**src/rtl/frame_sequencer_pkg.sv**
```systemverilog
// Shared types and defaults for the frame sequencer.
// Frame period derives from a 25 MHz clock and a 48 Hz frame rate.
package frame_sequencer_pkg;

  localparam int CLK_HZ = 25_000_000;
  localparam int FRAME_HZ = 48;
  localparam int FRAME_CYCLES_DEF = CLK_HZ / FRAME_HZ;
  localparam int TIMER_W_DEF = 20;
  localparam int PHASE_W_DEF = 8;

  typedef enum logic [1:0] {
    S_IDLE,
    S_CLEAR,
    S_DRAW,
    S_WAIT
  } state_t;

endpackage

```
**src/rtl/frame_sequencer_timer.sv**
```systemverilog
// Frame period timer: free-runs while run is high, flags the last cycle.
// Cleared whenever run is low so each run starts a fresh period.
import frame_sequencer_pkg::*;

module frame_timer #(
  parameter int FRAME_CYCLES = FRAME_CYCLES_DEF,
  parameter int TIMER_W = TIMER_W_DEF
) (
  input  logic clk,
  input  logic reset,
  input  logic run,
  output logic tick
);

  localparam logic [TIMER_W-1:0] LAST =
    TIMER_W'(FRAME_CYCLES - 1);

  logic [TIMER_W-1:0] count;

  // period counter, wraps after the last cycle
  always_ff @(posedge clk or negedge reset) begin
    if (!reset) begin
      count <= '0;
    end else if (!run || count == LAST) begin
      count <= '0;
    end else begin
      count <= count + TIMER_W'(1);
    end
  end

  assign tick = run && (count == LAST);

endmodule

```
**src/rtl/frame_sequencer.sv**
```systemverilog
// Per-frame scheduler: clear pass, then draw pass, once per period.
// Tracks animation phase and a sticky overrun flag.
import frame_sequencer_pkg::*;

module frame_sequencer #(
  parameter int FRAME_CYCLES = FRAME_CYCLES_DEF,
  parameter int TIMER_W = TIMER_W_DEF,
  parameter int PHASE_W = PHASE_W_DEF,
  parameter int PHASE_STEP = 1
) (
  input  logic               clk,
  input  logic               reset,
  input  logic               enable,
  input  logic               clear_done,
  input  logic               draw_done,
  input  logic               overrun_clr,
  output logic               clear_start,
  output logic               draw_start,
  output logic               busy,
  output logic               frame_done,
  output logic [PHASE_W-1:0] phase,
  output logic               overrun
);

  state_t state;
  state_t state_n;
  logic   cs_n;
  logic   ds_n;
  logic   fd_n;
  logic   adv;
  logic   ovr_set;
  logic   tick;
  logic   run;

  assign run  = (state != S_IDLE);
  assign busy = (state == S_CLEAR) ||
                (state == S_DRAW);

  frame_timer #(
    .FRAME_CYCLES(FRAME_CYCLES),
    .TIMER_W(TIMER_W)
  ) u_timer (
    .clk(clk),
    .reset(reset),
    .run(run),
    .tick(tick)
  );

  // state, registered start/done pulses, phase and overrun
  always_ff @(posedge clk or negedge reset) begin
    if (!reset) begin
      state       <= S_IDLE;
      clear_start <= 1'b0;
      draw_start  <= 1'b0;
      frame_done  <= 1'b0;
      phase       <= '0;
      overrun     <= 1'b0;
    end else begin
      state       <= state_n;
      clear_start <= cs_n;
      draw_start  <= ds_n;
      frame_done  <= fd_n;
      if (adv) begin
        phase <= phase + PHASE_W'(PHASE_STEP);
      end
      if (ovr_set) begin
        overrun <= 1'b1;
      end else if (overrun_clr) begin
        overrun <= 1'b0;
      end
    end
  end

  // next state; a tick mid-handshake skips the frame
  always_comb begin
    state_n = state;
    cs_n    = 1'b0;
    ds_n    = 1'b0;
    fd_n    = 1'b0;
    adv     = 1'b0;
    ovr_set = 1'b0;
    unique case (state)
      S_IDLE: begin
        if (enable) begin
          state_n = S_CLEAR;
          cs_n    = 1'b1;
        end
      end
      S_CLEAR: begin
        ovr_set = tick;
        if (clear_done) begin
          state_n = S_DRAW;
          ds_n    = 1'b1;
        end
      end
      S_DRAW: begin
        if (draw_done) begin
          fd_n = 1'b1;
          if (!enable) begin
            state_n = S_IDLE;
          end else if (tick) begin
            state_n = S_CLEAR;
            cs_n    = 1'b1;
            adv     = 1'b1;
          end else begin
            state_n = S_WAIT;
          end
        end else begin
          ovr_set = tick;
        end
      end
      S_WAIT: begin
        if (!enable) begin
          state_n = S_IDLE;
        end else if (tick) begin
          state_n = S_CLEAR;
          cs_n    = 1'b1;
          adv     = 1'b1;
        end
      end
      default: state_n = S_IDLE;
    endcase
  end

endmodule
```
**config.mk**
```make
export PLATFORM = sky130hd
export DESIGN_NAME = frame_sequencer
export DESIGN_NICKNAME = d
export VERILOG_FILES = /design/src/rtl/frame_sequencer_pkg.sv /design/src/rtl/frame_sequencer_timer.sv /design/src/rtl/frame_sequencer.sv
export SDC_FILE = /design/constraint.sdc
export NUM_CORES = 1
export LEC_CHECK = 0
export ABC_CLOCK_PERIOD_IN_PS = 2600
export CAP_MARGIN = 20
export CORE_ASPECT_RATIO = 0.7
export CORE_MARGIN = 10
export CORE_UTILIZATION = 50
export CTS_CLUSTER_DIAMETER = 150
export DETAILED_ROUTE_END_ITERATION = 6
export PLACE_DENSITY_LB_ADDON = 0.3
export SETUP_SLACK_MARGIN = 0.2
export SYNTH_ARGS = -nofsm -noshare
export SYNTH_HDL_FRONTEND = slang
export SYNTH_SLANG_ARGS = --single-unit
```
**constraint.sdc**
```tcl
create_clock -name clk -period 2.6 [get_ports clk]
set_clock_uncertainty 0.05 [all_clocks]
set_input_delay 0.39 -clock clk [delete_from_list [all_inputs] [get_ports clk]]
set_output_delay 0.39 -clock clk [all_outputs]
set_load 0.02 [all_outputs]
```
==> impl_summary.txt <==
----------------------------------------------------
[Detailed routing]
  Initial drt markers ... approximately 90
  Via density ... 5.40
  Number of vias in the routed layout ... 1317
  Routed wirelength normalized by instance count ... 14.5 um
  Drc violations ... 0
  Antenna Violating Nets Remaining ... 0
  Total length of routed wires ... 3530 um
  TritonRoute pass-1 iters ... 4

[CTS]
  Clock tree root driver cell ... sky130_fd_sc_hd__clkbuf_8
  H-Tree Level Count ... 2
  TritonCTS clock tree ... built
  Number of sinks driven by the clock tree ... 34
  Num CTS Buffers ... 5
  CTS Buffer Depth ... 2
  Post-CTS Setup Bufs ... 0
  Clock edge transition at the registers on the reported setup and hold paths ... approximately 0.070 ns
  Insertion delay to the later sink of the worst-skew pair ... 0.28 ns

[STA]
  Final Slew Violations ... 0
  Ratio of final minimum period to clock period ... a little under nine tenths
  Final setup fails ... 0
  Final Hold Vio Count ... 0
  Sum of negative setup slack ... 0 ns
  Unrepaired setup endpoints after global routing ... false
  Actual slew at the worst max-slew pin ... 0.415 ns
  Period minus WS final ... 2.21 ns
  Maximum achievable frequency ... 452 MHz
  Normalized max-slew margin ... 72.4%
  Final Worst Setup Slack ... 0.387 ns

[Synthesis]
  Async set-reset flop share out of synthesis ... 100%
  Synth Flop Type ... sky130_fd_sc_hd__dfrtp_1
  Cell accounting for the most synthesized area ... sky130_fd_sc_hd__dfrtp_1
  Cell count after synthesis ... between 150 and 200
  Sequential cell area fraction in the yosys report ... roughly 48%
  Count of cell types in the netlist ... 34
  Area of the mapped netlist ... 1760 um2
  Area share of the largest cell type after synthesis ... 48.3%
  EDFF count, synth ... 0
  Count of yosys warnings during synthesis ... 0
  Post-synthesis net count ... 186
  Leading post-synthesis cells by cell area ... sky130_fd_sc_hd__dfrtp_1 48%, sky130_fd_sc_hd__xnor2_1 7.9%, sky130_fd_sc_hd__ha_1 5.7%
  Number of synthesized register bits ... 34
  Syn_area_per_cell ... between 10 and 15 um2

[Critical path]
  Slowest CP cell ... sky130_fd_sc_hd__or4b_4
  Startpoint type of the worst setup path ... flop
  CP top delay family ... simple AND/OR/NAND/NOR gates
  Cell Chain, Critical Path ... or4b_4 > nor4_4 > o2111a_2 > mux2_2
  FF-to-FF setup slack ... 0.39 ns
  Setup crit end kind ... flop
  Worst-path maximum fanout ... 9
  Buffer and inverter count on the worst path ... 0
  Worst endpoint data arrival time ... 2.34 ns
  Required time of the critical path ... 2.72 ns
  Max incr delay on CP ... 0.57 ns
  Start-to-end type of the worst setup path ... flop to flop

[Global routing]
  Overall overflow remaining after global route ... 0
  Overall Global Routing Usage ... 11.6%
  Number of global-route vias before repair ... 1305
  Maximum number of pins on one net before global-route repair ... 35
  Busiest metal layer after global routing ... met2
  Met2 Usage GRT ... 17.7%
  GR Layer Usage met3 ... 3.99%
  Initial antenna violation count ... 0
  Met1 Use GR ... 14.4%
  First-pass GRT wire length ... slightly above 6000 um

[Pwr]
  VDD IR max ... 0.487 mV
  Power density over the cells ... 740 nW/um2
  Static power due to leakage ... approximately 0.92 nW

[Die]
  Die H ... 69.7 um
  Die boundary width ... between 90 and 100 um
  Initial Util ... 53.8%
  Die area ... 6340 um2
  Top-level port count ... 19
  Core area ... 3280 um2
  Number of placement rows ... 17

[Layout]
  Area growth from synthesis to layout ... 19.0%
  Top library cells by usage in the layout, fill and taps aside ... 34 x sky130_fd_sc_hd__dfrtp_1, 26 x sky130_fd_sc_hd__nor2_1, 18 x sky130_fd_sc_hd__clkdlybuf4s50_1
  Fin cells ... 244
  Final cell utilization of the core ... around 64%
  NumNets Final ... 210
  Number of fillers in the final layout ... 281
  Total area of multi-input combinational cells ... about 850 um2
  Number of antenna repair diodes ... 0
  Layout Cell Area excl Fill ... 2100 um2
  Leading cell type in the layout, fill and taps excluded ... sky130_fd_sc_hd__dfrtp_1
  Total area of sequential cells ... 851 um2
  Proportion of layout cells with a drive suffix above 1 ... 8.63%

[Placement]
  Minimum setup slack after placement ... about 0.32 ns
  Port bufs ... 18
  Final weighted congestion of routability-driven global placement ... around 0.86
  Number of cells after detailed placement ... 236
  Cell area after placement ... 1990 um2
  Half-perimeter wire length after placement ... 2600 um

[Status]
  Status ... finished, final reports clean

[Hold path]
  Worst hold path class ... flop to flop

[Run]
  MaxCap Viol Count ... 0

----------------------------------------------------
-- sequential cells by signal, indices dropped and copies added, names as in the netlist --
name / flops
u_timer.count: 20
phase: 8
state: 2
clear_start: 1
draw_start: 1
frame_done: 1
overrun: 1
-- final timing paths --
| path | cells after the start | start | to |
|---|---|---|---|
| max in group asynchronous | 2 | reset | phase[5]$_DFFE_PN0P_ |
| worst min register to register | 1 | phase[7]$_DFFE_PN0P_ | phase[7]$_DFFE_PN0P_ |
| min in group asynchronous | 2 | reset | u_timer.count[1]$_DFF_PN0_ |
| worst max register to register | 4 | u_timer.count[6]$_DFF_PN0_ | phase[1]$_DFFE_PN0P_ |
| worst max-delay path | 4 | u_timer.count[6]$_DFF_PN0_ | phase[1]$_DFFE_PN0P_ |
| worst min-delay path | 1 | phase[7]$_DFFE_PN0P_ | phase[7]$_DFFE_PN0P_ |
-- power breakdown --
group | internal (mW) | leakage (nW) | switching (mW)
Combinational | 0.181 | 0.392 | 0.261
Sequential | 0.584 | 0.466 | 0.0718
Clock | 0.267 | 0.0575 | 0.187
-- synthesized netlist by cell type, drive strengths merged, types with 2 or more instances --
cell	count
xnor2	16
dfrtp	34
nor3	2
nor2	26
nand3	8
inv	9
buf	2
and2	2
and3	4
ha	8
nand4	9
nor4	6
nand2	14
o21ai	2
xor2	9
nor2b	2
and4	4
a21oi	2
-- layout make-up --
type,count,area share [%]
Tap cell,47,2.80
Inverter,9,1.61
Sequential cell,34,40.5
Timing Repair Buffer,20,9.30
Clock buffer,8,5.25
Multi-Input combinational cell,126,40.5
-- cells by family after synthesis --
| kind of cell | Yosys count | share of synthesized area [%] |
|---|---|---|
| muxes | 2 | 1.21 |
| DFF | 34 | 48.3 |
| adders and majority gates | 8 | 5.68 |
| buffers and inverters | 12 | 3.62 |
| AOI/OAI and AO/OA | 10 | 3.90 |
| xor gates and xnor gates | 25 | 12.4 |
| and+or+nand+nor | 81 | 24.9 |
-- per-stage QoR --
step	total power, mW	hold slack (ns)
floorplan	0.949	0.0444
global placement	1.09	0.413
detailed placement	1.11	0.425
CTS	1.56	0.438
global route	1.66	0.485
finish	1.55	0.427
-- what timing repair did --
item	4_1_cts	5_1_grt
hold buffers	0	0
resized for setup	0	1
endpoints found under the setup margin	0	1
-- per-layer routing --
| layer | routed length [um] | part of all wire (%) |
|---|---|---|
| met3 | 184 | 5.2 |
| met5 | 0 | 0 |
| met1 | 1630 | 46 |
| met4 | 64 | 1.8 |
| met2 | 1660 | 47 |
Power figures use the tool's default switching activity.
